<file path="config.mk">
export PLATFORM = sky130hd
export DESIGN_NAME = ife_exec_sequencer
export DESIGN_NICKNAME = d
export VERILOG_FILES = /design/src/rtl/ife_exec_sequencer.sv
export SDC_FILE = /design/constraint.sdc
export NUM_CORES = 1
export LEC_CHECK = 0
export CORE_MARGIN = 2
export CORE_UTILIZATION = 42
export DETAILED_ROUTE_END_ITERATION = 8
export HOLD_SLACK_MARGIN = 0.1
export MAX_ROUTING_LAYER = met4
export PLACE_DENSITY = 0.83
export REMOVE_ABC_BUFFERS = 1
export SETUP_SLACK_MARGIN = 0.02
export SYNTH_ARGS = -nofsm -noshare
export SYNTH_HDL_FRONTEND = slang
export SYNTH_SLANG_ARGS = --single-unit
export TNS_END_PERCENT = 1
</file>
<file path="constraint.sdc">
create_clock -name clk -period 1.7 [get_ports clk]
set_clock_uncertainty 0.2 [all_clocks]
set_input_delay 0.34 -clock clk [delete_from_list [all_inputs] [get_ports clk]]
set_output_delay 0.34 -clock clk [all_outputs]
set_load 0.05 [all_outputs]
</file>
<file path="src/rtl/ife_exec_sequencer.sv">
// Per-block execution controller: gates dispatch on idle cores, supervises commit with a timeout,
// and falls back to the serial path. Define IFE_SEQ_STATS_EN to add saturating retire/timeout counters.
module ife_exec_sequencer #(
  parameter int BLOCK_ID_WIDTH  = 8,
  parameter int NUM_CORES       = 2,
  parameter int EXEC_TIMEOUT    = 64,
  parameter int CORE_WAIT_LIMIT = 16,
  parameter int CNT_WIDTH       = 8
) (
  input  logic                      clk,
  input  logic                      rst,
  input  logic                      blk_valid,
  input  logic [BLOCK_ID_WIDTH-1:0] blk_id,
  output logic                      blk_ready,
  input  logic [NUM_CORES-1:0]      core_busy,
  output logic [NUM_CORES-1:0]      dispatch_valid,
  output logic [BLOCK_ID_WIDTH-1:0] dispatch_block_id,
  input  logic                      commit_valid,
  input  logic                      commit_ok,
  input  logic                      commit_fail,
  output logic                      serial_req,
  input  logic                      serial_ack,
  input  logic                      serial_done,
  output logic                      block_done,
  output logic                      done_serial,
  output logic [2:0]                state_o
`ifdef IFE_SEQ_STATS_EN
  ,
  output logic [15:0]               stat_parallel_ok,
  output logic [15:0]               stat_fallback,
  output logic [15:0]               stat_timeout
`endif
);

  typedef enum logic [2:0] {
    S_IDLE        = 3'd0,
    S_WAIT_CORES  = 3'd1,
    S_EXEC        = 3'd2,
    S_SERIAL_REQ  = 3'd3,
    S_SERIAL_WAIT = 3'd4
  } state_t;

  localparam logic [CNT_WIDTH-1:0] WAIT_LOAD = CNT_WIDTH'(CORE_WAIT_LIMIT - 1);
  localparam logic [CNT_WIDTH-1:0] EXEC_LOAD = CNT_WIDTH'(EXEC_TIMEOUT - 1);

  state_t                      state, state_n;
  logic [CNT_WIDTH-1:0]        cnt, cnt_n;
  logic [BLOCK_ID_WIDTH-1:0]   id_n;
  logic [NUM_CORES-1:0]        dv_n;
  logic                        sreq_n, bd_n, ds_n, timeout_ev;

  assign blk_ready = (state == S_IDLE);
  assign state_o   = state;

  always_comb begin
    state_n    = state;
    cnt_n      = cnt;
    id_n       = dispatch_block_id;
    dv_n       = '0;
    bd_n       = 1'b0;
    ds_n       = 1'b0;
    timeout_ev = 1'b0;
    case (state)
      S_IDLE: begin
        if (blk_valid) begin
          id_n    = blk_id;
          cnt_n   = WAIT_LOAD;
          state_n = S_WAIT_CORES;
        end
      end
      S_WAIT_CORES: begin
        if (core_busy == '0) begin
          dv_n    = '1;
          cnt_n   = EXEC_LOAD;
          state_n = S_EXEC;
        end else if (cnt == '0) begin
          timeout_ev = 1'b1;
          state_n    = S_SERIAL_REQ;
        end else begin
          cnt_n = cnt - CNT_WIDTH'(1);
        end
      end
      S_EXEC: begin
        // A commit result takes priority over a timeout expiring in the same cycle.
        if (commit_valid) begin
          if (commit_ok && !commit_fail) begin
            bd_n    = 1'b1;
            state_n = S_IDLE;
          end else begin
            state_n = S_SERIAL_REQ;
          end
        end else if (cnt == '0) begin
          timeout_ev = 1'b1;
          state_n    = S_SERIAL_REQ;
        end else begin
          cnt_n = cnt - CNT_WIDTH'(1);
        end
      end
      S_SERIAL_REQ: begin
        if (serial_ack) begin
          if (serial_done) begin
            bd_n    = 1'b1;
            ds_n    = 1'b1;
            state_n = S_IDLE;
          end else begin
            state_n = S_SERIAL_WAIT;
          end
        end
      end
      S_SERIAL_WAIT: begin
        if (serial_done) begin
          bd_n    = 1'b1;
          ds_n    = 1'b1;
          state_n = S_IDLE;
        end
      end
      default: state_n = S_IDLE;
    endcase
    sreq_n = (state_n == S_SERIAL_REQ);
  end

  always_ff @(posedge clk or negedge rst) begin
    if (!rst) begin
      state             <= S_IDLE;
      cnt               <= '0;
      dispatch_block_id <= '0;
      dispatch_valid    <= '0;
      serial_req        <= 1'b0;
      block_done        <= 1'b0;
      done_serial       <= 1'b0;
    end else begin
      state             <= state_n;
      cnt               <= cnt_n;
      dispatch_block_id <= id_n;
      dispatch_valid    <= dv_n;
      serial_req        <= sreq_n;
      block_done        <= bd_n;
      done_serial       <= ds_n;
    end
  end

`ifdef IFE_SEQ_STATS_EN
  function automatic logic [15:0] sat_inc16(input logic [15:0] v, input logic en);
    return (en && (v != 16'hFFFF)) ? v + 16'd1 : v;
  endfunction

  always_ff @(posedge clk or negedge rst) begin
    if (!rst) begin
      stat_parallel_ok <= '0;
      stat_fallback    <= '0;
      stat_timeout     <= '0;
    end else begin
      stat_parallel_ok <= sat_inc16(stat_parallel_ok, bd_n && !ds_n);
      stat_fallback    <= sat_inc16(stat_fallback, bd_n && ds_n);
      stat_timeout     <= sat_inc16(stat_timeout, timeout_ev);
    end
  end
`endif

endmodule
</file>
==> results of run 1 <==
registers in the layout, indices dropped and copies added, names as in the netlist:
| signal | flops |
|---|---|
| cnt | 8 |
| dispatch_block_id | 8 |
| state_o | 3 |
| block_done | 1 |
| dispatch_valid | 1 |
| done_serial | 1 |
| serial_req | 1 |
per-layer routing:
| layer | routed length [um] | track usage | up-vias |
|---|---|---|---|
| met5 | 0 | - | - |
| met4 | 157 | 0.0831 | 0 |
| met2 | 2000 | 0.442 | 81 |
| li1 | - | - | 578 |
| met1 | 1410 | 0.273 | 614 |
| met3 | 254 | 0.0246 | 24 |
repair_timing:
action,4_1_cts,5_1_grt
buffers inserted,2,7
endpoints found under the setup margin,22,24
gates resized for setup,11,22
pin swaps,3,8
power breakdown:
part,internal [uW],total [uW],switching (uW)
sequential,735,953,218
combinational,1300,2520,1220
clock,91.9,257,165
total,2120,3730,1610
synthesized netlist by cell type (2+ instances only):
| library cell | count | area (um^2) |
|---|---|---|
| sky130_fd_sc_hd__dfrtp_1 | 23 | 576 |
| sky130_fd_sc_hd__o21ai_0 | 10 | 50.1 |
| sky130_fd_sc_hd__mux2_2 | 9 | 101 |
| sky130_fd_sc_hd__a21oi_1 | 7 | 35.0 |
| sky130_fd_sc_hd__nor3_1 | 6 | 30.0 |
| sky130_fd_sc_hd__inv_1 | 5 | 18.8 |
| sky130_fd_sc_hd__nand2_1 | 5 | 18.8 |
| sky130_fd_sc_hd__nor2_1 | 5 | 18.8 |
| sky130_fd_sc_hd__and2_1 | 4 | 25.0 |
| sky130_fd_sc_hd__nand2b_1 | 4 | 25.0 |
| sky130_fd_sc_hd__nor2b_1 | 4 | 25.0 |
| sky130_fd_sc_hd__buf_2 | 3 | 15.0 |
| sky130_fd_sc_hd__o211ai_1 | 3 | 22.5 |
| sky130_fd_sc_hd__nand3_1 | 2 | 10.0 |
| sky130_fd_sc_hd__nor3b_1 | 2 | 15.0 |
| sky130_fd_sc_hd__o2bb2ai_1 | 2 | 17.5 |
per-stage QoR:
| step | setup TNS (ns) | util |
|---|---|---|
| CTS | -0.380 | 0.741 |
| detailed placement | -3.68 | 0.713 |
| floorplan | -13.19 | - |
| global placement | -3.19 | 0.713 |
| finish | -0.609 | 0.787 |
| global route | -1.52 | 0.787 |
how the worst max path moves through the flow:
stage,to,cells past startpoint,slack (ns),startpoint
6_report,serial_req$_DFF_PN0_,7,-0.13,cnt[0]$_DFFE_PN0P_
5_1_grt,serial_req$_DFF_PN0_,7,-0.20,cnt[0]$_DFFE_PN0P_
4_1_cts,blk_ready,3,-0.11,state_o[0]$_DFF_PN0_
3_5_place_dp,cnt[3]$_DFFE_PN0P_,6,-0.37,commit_valid
3_3_place_gp,cnt[3]$_DFFE_PN0P_,6,-0.30,commit_valid
2_1_floorplan,dispatch_block_id[0]$_DFFE_PN0P_,3,-1.28,state_o[0]$_DFF_PN0_
kinds of logic (layout without fill, tap and decap cells):
kind of cell | count (synthesis) | count (layout)
buffers and inverters | 10 | 81
adder cells (fa/ha/maj) | 1 | 1
multiplexers | 9 | 9
AND/OR/NAND/NOR | 44 | 44
flip-flops | 23 | 23
AO/OA/AOI/OAI | 31 | 31
cell type report:
type	instances	area, um^2
clock buffers	4	26.3
fillers	171	587
inverters	5	18.8
multi-input cells	85	684
flip-flops and latches	23	579
well taps	31	38.8
repair buffers	72	823
==> impl_metrics.json, run 1 <==
{
  "timing_hold_violations_final": 0,
  "cpMaxStageDelayCell": "sky130_fd_sc_hd__dfrtp_1",
  "io-pin-count": 35,
  "placedCellCount": 207,
  "min_period_over_period": 1.07,
  "mostFrequentLayoutCells": "33 x sky130_fd_sc_hd__buf_4, 20 x sky130_fd_sc_hd__dfrtp_1, 18 x sky130_fd_sc_hd__buf_12",
  "latest_clock_arrival_within_the_worst_skew_pair_ns": 0.32,
  "ys_ff_latch": 23,
  "hold-worst-slack_ns": 0.165,
  "total_number_of_yosys_warnings": 0,
  "grt_antenna_before_repair": 0,
  "pwr_density_cell_mw_per_mm2": 1720,
  "timing.max_cap.violations": 0,
  "drt-initial-drc-count": 50,
  "worst_ep_arrival_time_ns": 1.90,
  "synthSimpleGateAreaFrac": 0.223,
  "worst_setup_path_end_kind": "flop",
  "worst-endpoint-required_ns": 1.77,
  "pre_cts_slack_ns": -0.370,
  "setup_ws_ns": -0.125,
  "ir_worst_vdd_mv": 1.67,
  "number_of_library_cell_types_mapped_by_synthesis": 40,
  "failed_checks": "negative setup slack",
  "remaining_drc_errors": 0,
  "tightest_slew_ns": 0.335,
  "critical_path_class": "flop to flop",
  "cts_hold_repair.buffers": 0,
  "crit_fanout": 3,
  "floorplan.initialDensity": 0.440,
  "dp_hpwl_mm": 2.65,
  "dominant_combinational_cell_family_by_area_after_synthesis": "simple AND/OR/NAND/NOR gates",
  "core-area_mm2": 0.00276,
  "layout.cell_area.non_filler_mm2": 0.00217,
  "reg2reg_slack_ns": -0.13,
  "overall_die_area_mm2": 0.00334,
  "largest_net_degree_at_the_start_of_global_routing": 24,
  "post_drt_wl_per_cell_um": 17.4,
  "place_congestion": 0.979,
  "synthesis.instances": 118,
  "setup_viol_count_final": 10,
  "die_height_um": 57.8,
  "reg2reg_to": "serial_req$_DFF_PN0_",
  "cts_tree": "built",
  "cts.clk_slew.worst_paths_ns": 0.13,
  "post_synth_xor_area_fraction": 0,
  "totalWireLength_mm": 3.82,
  "die-width_um": 57.8,
  "sequential_area_share_after_synthesis": 0.474,
  "placedInstanceArea_mm2": 0.00197,
  "kind_of_cell_with_the_highest_combined_delay_on_the_critical_path": "simple AND/OR/NAND/NOR gates",
  "outcome": "finished, violations left",
  "global_route_wire_length_before_repair_mm": 5.94,
  "cts_max_level": 1,
  "post-layout-total-power_uw": 3730,
  "max-clock-path-buffers": 2,
  "placement.io_buffers": 34,
  "finalNetCount": 209,
  "critical_path.max_stage_delay_ns": 0.41,
  "edff_count_synth": 0,
  "viasPerCell": 5.90,
  "first_global_vias": 1280,
  "synthFlopType": "sky130_fd_sc_hd__dfrtp_1",
  "syn_area_mm2": 0.00121,
  "drive_gt1_frac": 0.481,
  "maxSlewViolCount": 0,
  "synthArstFlopShare": 1.00,
  "setup_repair_after_global_routing_missed_its_margin": "yes",
  "area.growth.synth_to_final_pct": 78.9,
  "grt-ovfl-total": 0,
  "placement_rows": 19,
  "numCtsBuffers": 3,
  "detailroute.via_count": 1297,
  "p_leak_uw": 0.000917,
  "min_path_type": "input port to async pin",
  "critical_path.n_buffers_inverters": 2,
  "grtUsageTotal": 0.242,
  "detailedRoute.firstPassIterationCount": 5,
  "worst_r2r_path_depth": 7,
  "maxSlewHeadroom": 0.775,
  "antenna-diode-count": 0,
  "mostFrequentLayoutCell": "sky130_fd_sc_hd__buf_4",
  "final_non_filler_cell_total": 220,
  "synthAdderAreaFrac": 0.0103,
  "timing.rr.start": "cnt[0]$_DFFE_PN0P_",
  "synth.mux.area_fraction": 0.0835,
  "root_buffer_selected_by_cts": "sky130_fd_sc_hd__clkbuf_4",
  "avgSynthCellArea_um2": 10.3,
  "max_clock_freq_mhz": 548,
  "path_cells": "inv_2 -> ha_4 -> nor3b_4 -> buf_6 -> a21oi_2 -> o311ai_2 -> and2_1",
  "antenna_violating_nets_post_route": 0,
  "timing.final.crit_period_ns": 1.83,
  "synthesized_area_fraction_occupied_by_ao_oa_aoi_and_oai_cells": 0.172,
  "start_kind": "flop",
  "clock-sinks": 23
}
Power figures use the tool's default switching activity.
==> inputs of run 2 (changes only) <==
--- a/config.mk
+++ b/config.mk
@@ -8,6 +8,7 @@
 export CORE_MARGIN = 2
 export CORE_UTILIZATION = 42
 export DETAILED_ROUTE_END_ITERATION = 8
+export GPL_TIMING_DRIVEN = 0
 export HOLD_SLACK_MARGIN = 0.1
 export MAX_ROUTING_LAYER = met4
 export PLACE_DENSITY = 0.83
==> run 2 against run 1 <==
  * The flow finishes with violations (negative hold slack, negative setup slack)
  * First-iteration DRC count decreased by 16%
  * Total power shrank 23%
  * Core utilization is 17 points lower
  * Setup slack got worse by 0.023 ns
  * Count of clock-buffer cells in the layout fell by 1
  * Clock power decreased by 6%
  * Sequential power fell by 4.3%
  * Critical endpoint is now cnt[3]$_DFFE_PN0P_
  * Die area stayed put
  * Critical path type unchanged
  * Cell count shrank 15%
  * Critical path depth shrank 1
==> impl_metrics.json, run 2 (synthesized netlist as in run 1, its figures left out) <==
{
  "maxSlewViolCount": 0,
  "post-layout-total-power_uw": 2860,
  "root_buffer_selected_by_cts": "sky130_fd_sc_hd__clkbuf_4",
  "die-width_um": 57.8,
  "crit_fanout": 4,
  "global_route_wire_length_before_repair_mm": 5.18,
  "internal_power_uw": 1480,
  "p_leak_uw": 0.000684,
  "io-pin-count": 35,
  "detailedRoute.firstPassIterationCount": 5,
  "drive_gt1_frac": 0.369,
  "viasPerCell": 5.95,
  "min_path_type": "input port to async pin",
  "cts_hold_repair.buffers": 0,
  "mostFrequentLayoutCell": "sky130_fd_sc_hd__dfrtp_1",
  "cts_tree": "built",
  "area.growth.synth_to_final_pct": 41.2,
  "totalWireLength_mm": 3.14,
  "grtUsageTotal": 0.208,
  "grt_antenna_before_repair": 0,
  "totalNegativeSetupSlack_ns": -0.817,
  "timing.max_cap.violations": 0,
  "drt-initial-drc-count": 42,
  "latest_clock_arrival_within_the_worst_skew_pair_ns": 0.30,
  "final_non_filler_cell_total": 188,
  "antenna-diode-count": 0,
  "grt-ovfl-total": 0,
  "placement_rows": 19,
  "detailroute.via_count": 1118,
  "max_clock_freq_mhz": 541,
  "pre_cts_slack_ns": -0.566,
  "die_height_um": 57.8,
  "min_period_over_period": 1.09,
  "setup_viol_count_final": 11,
  "floorplan.initialDensity": 0.440,
  "switching_share": 0.484,
  "power.share.combinational": 0.597,
  "failed_checks": "negative hold slack, negative setup slack",
  "clock-sinks": 23,
  "hold-worst-slack_ns": -0.0169,
  "worst_setup_path_end_kind": "flop",
  "place_congestion": 0.847,
  "dp_hpwl_mm": 2.25,
  "critical_path_class": "flop to flop",
  "worst-endpoint-required_ns": 1.69,
  "cts.clk_slew.worst_paths_ns": 0.13,
  "setup_ws_ns": -0.149,
  "cts_max_level": 1,
  "power.share.clock": 0.085,
  "numCtsBuffers": 3,
  "timing_hold_violations_final": 20,
  "pwr_density_cell_mw_per_mm2": 1670,
  "pwr-share-seq": 0.318,
  "placement.io_buffers": 34,
  "core-area_mm2": 0.00276,
  "setup_repair_after_global_routing_missed_its_margin": "yes",
  "maxSlewHeadroom": 0.329,
  "overall_die_area_mm2": 0.00334,
  "tightest_slew_ns": 1.01,
  "worst_ep_arrival_time_ns": 1.84,
  "timing.final.crit_period_ns": 1.85,
  "post_drt_wl_per_cell_um": 16.7,
  "antenna_violating_nets_post_route": 0,
  "remaining_drc_errors": 0,
  "placedCellCount": 178,
  "outcome": "finished, violations left",
  "largest_net_degree_at_the_start_of_global_routing": 24,
  "start_kind": "flop",
  "power.net_switching_uw": 1390,
  "first_global_vias": 1128,
  "mostFrequentLayoutCells": "17 x sky130_fd_sc_hd__dfrtp_1, 16 x sky130_fd_sc_hd__clkdlybuf4s50_1, 13 x sky130_fd_sc_hd__clkdlybuf4s15_2",
  "ir_worst_vdd_mv": 1.13,
  "max-clock-path-buffers": 2,
  "finalNetCount": 177
}
==> run 2: changes by cell type in the layout (fill, tap and decap cells not counted), moves of 3 or more <==
cell / delta
sky130_fd_sc_hd__o21ai_0: +4
sky130_fd_sc_hd__dfrtp_2: +3
sky130_fd_sc_hd__o21ai_1: -5
sky130_fd_sc_hd__a21oi_1: +3
sky130_fd_sc_hd__buf_12: -18
sky130_fd_sc_hd__clkdlybuf4s15_2: +13
sky130_fd_sc_hd__buf_4: -27
sky130_fd_sc_hd__dfrtp_1: -3
sky130_fd_sc_hd__buf_6: -3
==> run 2: layout make-up <==
cell class,instances,area (um^2)
Clock inverter,1,5.00
Sequential cell,23,583
Tap cell,31,38.8
Timing Repair Buffer,40,393
Inverter,5,18.8
Multi-Input combinational cell,85,653
Clock buffer,3,22.5
Fill cell,237,1040
==> run 2: worst max-delay path: stages (launching register included) <==
cell and delay [ns]:
sky130_fd_sc_hd__dfrtp_1 0.43, sky130_fd_sc_hd__inv_1 0.12, sky130_fd_sc_hd__ha_4 0.16, sky130_fd_sc_hd__nor3b_4 0.25, sky130_fd_sc_hd__and2_4 0.20, sky130_fd_sc_hd__o311ai_1 0.10
sky130_fd_sc_hd__a22o_2 0.28
==> run 2: what timing repair did <==
item | 4_1_cts | 5_1_grt
setup endpoints to repair | 36 | 26
gates resized for setup | 74 | 12
gates cloned | 0 | 0
setup buffers | 5 | 1
endpoints found under the hold margin | 0 | 23
pin swaps | 1 | 1
==> run 2: per-stage QoR <==
stage,instance area [um^2],utilization
floorplan,1190,-
global placement,1570,0.568
detailed placement,1570,0.568
CTS,1690,0.614
global route,1710,0.622
finish,1710,0.622
==> run 2: worst paths after layout <==
| check | cells past startpoint | slack, ns | start | end |
|---|---|---|---|---|
| hold reg to reg | 1 | 0.32 | dispatch_block_id[4]$_DFFE_PN0P_ | dispatch_block_id[4]$_DFFE_PN0P_ |
| max in group asynchronous | 1 | 0.63 | rst | cnt[3]$_DFFE_PN0P_ |
| setup reg to reg | 6 | -0.15 | cnt[1]$_DFFE_PN0P_ | cnt[3]$_DFFE_PN0P_ |
| setup / recovery | 6 | -0.15 | cnt[1]$_DFFE_PN0P_ | cnt[3]$_DFFE_PN0P_ |
| min in group clk | 1 | 0.32 | dispatch_block_id[4]$_DFFE_PN0P_ | dispatch_block_id[4]$_DFFE_PN0P_ |
| hold / removal | 1 | -0.02 | rst | serial_req$_DFF_PN0_ |
==> run 2: power by group through the flow <==
stage	Sequential [uW]	Combinational, uW	Clock (uW)
after floorplan	1380	585	0
after global placement	898	1530	0
after detailed placement	921	1580	0
after CTS	906	1680	255
after global routing	948	1810	276
final	912	1710	242
==> run 2: metal layers <==
metal	vias to the layer above	GRT usage	wire length, um
met1	534	0.232	1170
met2	65	0.364	1640
met3	8	0.0424	272
li1	511	-	-
met5	-	-	0
met4	0	0.0797	65
==> inputs of run 3 (changes only) <==
--- a/config.mk
+++ b/config.mk
@@ -7,6 +7,7 @@
 export LEC_CHECK = 0
 export CORE_MARGIN = 2
 export CORE_UTILIZATION = 42
+export CTS_BUF_LIST = sky130_fd_sc_hd__clkbuf_16
 export DETAILED_ROUTE_END_ITERATION = 8
 export GPL_TIMING_DRIVEN = 0
 export HOLD_SLACK_MARGIN = 0.1
==> run 3 against run 2 <==
  * The run ends with negative setup slack left
  * First-iteration DRC count is 24% higher
  * Worst hold slack better by 0.068 ns
  * Design area rose by 3.1%
  * Core utilization rose by 1.9 points
  * Fmax grew 0.89%
  * Combinational power barely moved
  * Setup slack gained 0.016 ns
  * Count of clock-buffer cells in the layout stayed put
  * Non-clock buffer count unchanged
  * Largest power group unchanged
  * Highest routed layer unchanged
==> impl_metrics.json, run 3 (synthesized netlist as in run 1, its figures left out) <==
{
  "antenna-diode-count": 0,
  "floorplan.initialDensity": 0.440,
  "layout.cell_area.non_filler_mm2": 0.00177,
  "largest_net_degree_at_the_start_of_global_routing": 24,
  "area_of_the_multi_input_gates_um2": 679,
  "mostFrequentLayoutCells": "19 x sky130_fd_sc_hd__dfrtp_1, 15 x sky130_fd_sc_hd__clkdlybuf4s50_1, 9 x sky130_fd_sc_hd__mux2_2, 9 x sky130_fd_sc_hd__clkdlybuf4s15_1, 8 x sky130_fd_sc_hd__o21ai_0",
  "die_height_um": 57.8,
  "numCtsBuffers": 3,
  "setup_repair_after_global_routing_missed_its_margin": "yes",
  "crit_fanout": 5,
  "placement.io_buffers": 34,
  "cts_max_level": 1,
  "placement_rows": 19,
  "detailroute.via_count": 1140,
  "global_route_wire_length_before_repair_mm": 5.26,
  "tightest_slew_ns": 1.02,
  "fill_cells": 221,
  "totalNegativeSetupSlack_ns": -0.498,
  "pre_cts_slack_ns": -0.566,
  "post_drt_wl_per_cell_um": 17.6,
  "maxSlewViolCount": 0,
  "drt-initial-drc-count": 52,
  "setup_viol_count_final": 9,
  "drive_gt1_frac": 0.306,
  "p_leak_uw": 0.000728,
  "timing.final.crit_period_ns": 1.83,
  "worst_ep_arrival_time_ns": 1.78,
  "area.growth.synth_to_final_pct": 45.6,
  "mostFrequentLayoutCell": "sky130_fd_sc_hd__dfrtp_1",
  "outcome": "finished, violations left",
  "path_cells": "nor4_4 -> buf_4 -> and2_4 -> o311ai_1 -> a22o_2",
  "min_period_over_period": 1.08,
  "start_kind": "flop",
  "dp_hpwl_mm": 2.25,
  "grt_antenna_before_repair": 0,
  "first_global_vias": 1091,
  "critical_path.max_stage_delay_ns": 0.44,
  "finalNetCount": 177,
  "setup_ws_ns": -0.132,
  "io-pin-count": 35,
  "die-width_um": 57.8,
  "detailedRoute.firstPassIterationCount": 6,
  "antenna_violating_nets_post_route": 0,
  "remaining_drc_errors": 0,
  "root_buffer_selected_by_cts": "sky130_fd_sc_hd__clkbuf_16",
  "critical_path_class": "flop to flop",
  "timing_hold_violations_final": 0,
  "totalWireLength_mm": 3.31,
  "clock-sinks": 23,
  "maxSlewHeadroom": 0.317,
  "ff_latch_area_um2": 581,
  "pwr_density_cell_mw_per_mm2": 1790,
  "worst_setup_path_end_kind": "flop",
  "viasPerCell": 6.06,
  "kind_of_cell_with_the_highest_combined_delay_on_the_critical_path": "simple AND/OR/NAND/NOR gates",
  "cts_tree": "built",
  "grtUsageTotal": 0.215,
  "grt-ovfl-total": 0,
  "min_path_type": "input port to async pin",
  "timing.max_cap.violations": 0,
  "cpMaxStageDelayCell": "sky130_fd_sc_hd__dfrtp_2",
  "failed_checks": "negative setup slack",
  "cts_hold_repair.buffers": 0,
  "critical_path.n_buffers_inverters": 1,
  "ir_worst_vdd_mv": 1.31,
  "placedInstanceArea_mm2": 0.00157,
  "hold-worst-slack_ns": 0.0514,
  "core-area_mm2": 0.00276,
  "max-clock-path-buffers": 2,
  "place_congestion": 0.847,
  "max_clock_freq_mhz": 546,
  "overall_die_area_mm2": 0.00334,
  "worst-endpoint-required_ns": 1.64,
  "latest_clock_arrival_within_the_worst_skew_pair_ns": 0.26,
  "cts.clk_slew.worst_paths_ns": 0.06
}
## run 3: changes by cell type in the layout (fill, tap and decap cells not counted), sizes merged
| cell | change |
|---|---|
| dlygate4sd2 | +2 |
| clkdlybuf4s50 | -1 |
| clkbuf | +3 |
| clkdlybuf4s15 | -4 |
## run 3: power by group
group	total [uW]	leakage, uW	internal, uW	switching, uW
Sequential	931	0.000279	737	194
Clock	504	0.0000409	316	187
Combinational	1720	0.000408	643	1080
Total	3160	0.000728	1700	1460
## run 3: timing repair
action                                  CTS  global route
pin swaps                                 4             4
resized for setup                        55            27
setup buffers                             0             6
endpoints found under the setup margin   36            57
gates cloned                              0             0
## run 3: metrics by stage
stage	total power (uW)	instances	utilization
2_1_floorplan	1960	113	-
3_3_place_gp	2430	178	0.568
3_5_place_dp	2500	178	0.568
4_1_cts	3000	182	0.610
5_1_grt	3300	188	0.641
6_report	3160	188	0.641
## run 3: final timing paths
path                       slack, ns                              from                          endpoint  cells past startpoint
setup / recovery               -0.13                cnt[3]$_DFFE_PN0P_                cnt[3]$_DFFE_PN0P_                      5
hold / removal                  0.05                               rst              serial_req$_DFF_PN0_                      1
setup reg to reg               -0.13                cnt[3]$_DFFE_PN0P_                cnt[3]$_DFFE_PN0P_                      5
hold reg to reg                 0.31  dispatch_block_id[4]$_DFFE_PN0P_  dispatch_block_id[4]$_DFFE_PN0P_                      1
max in group asynchronous       0.56                               rst                cnt[3]$_DFFE_PN0P_                      1
min in group clk                0.31  dispatch_block_id[4]$_DFFE_PN0P_  dispatch_block_id[4]$_DFFE_PN0P_                      1
## run 3: cell type report
class | count | area share
Inverter | 5 | 0.0106
Tap cell | 31 | 0.0220
Clock inverter | 1 | 0.00283
Multi-Input combinational cell | 85 | 0.385
Clock buffer | 3 | 0.0425
Timing Repair Buffer | 40 | 0.209
Sequential cell | 23 | 0.329
## run 3: per-layer routing
| layer | routed length (um) | global-route usage |
|---|---|---|
| met5 | 0 | - |
| met4 | 112 | 0.0831 |
| met3 | 302 | 0.0335 |
| met2 | 1660 | 0.381 |
| met1 | 1240 | 0.242 |
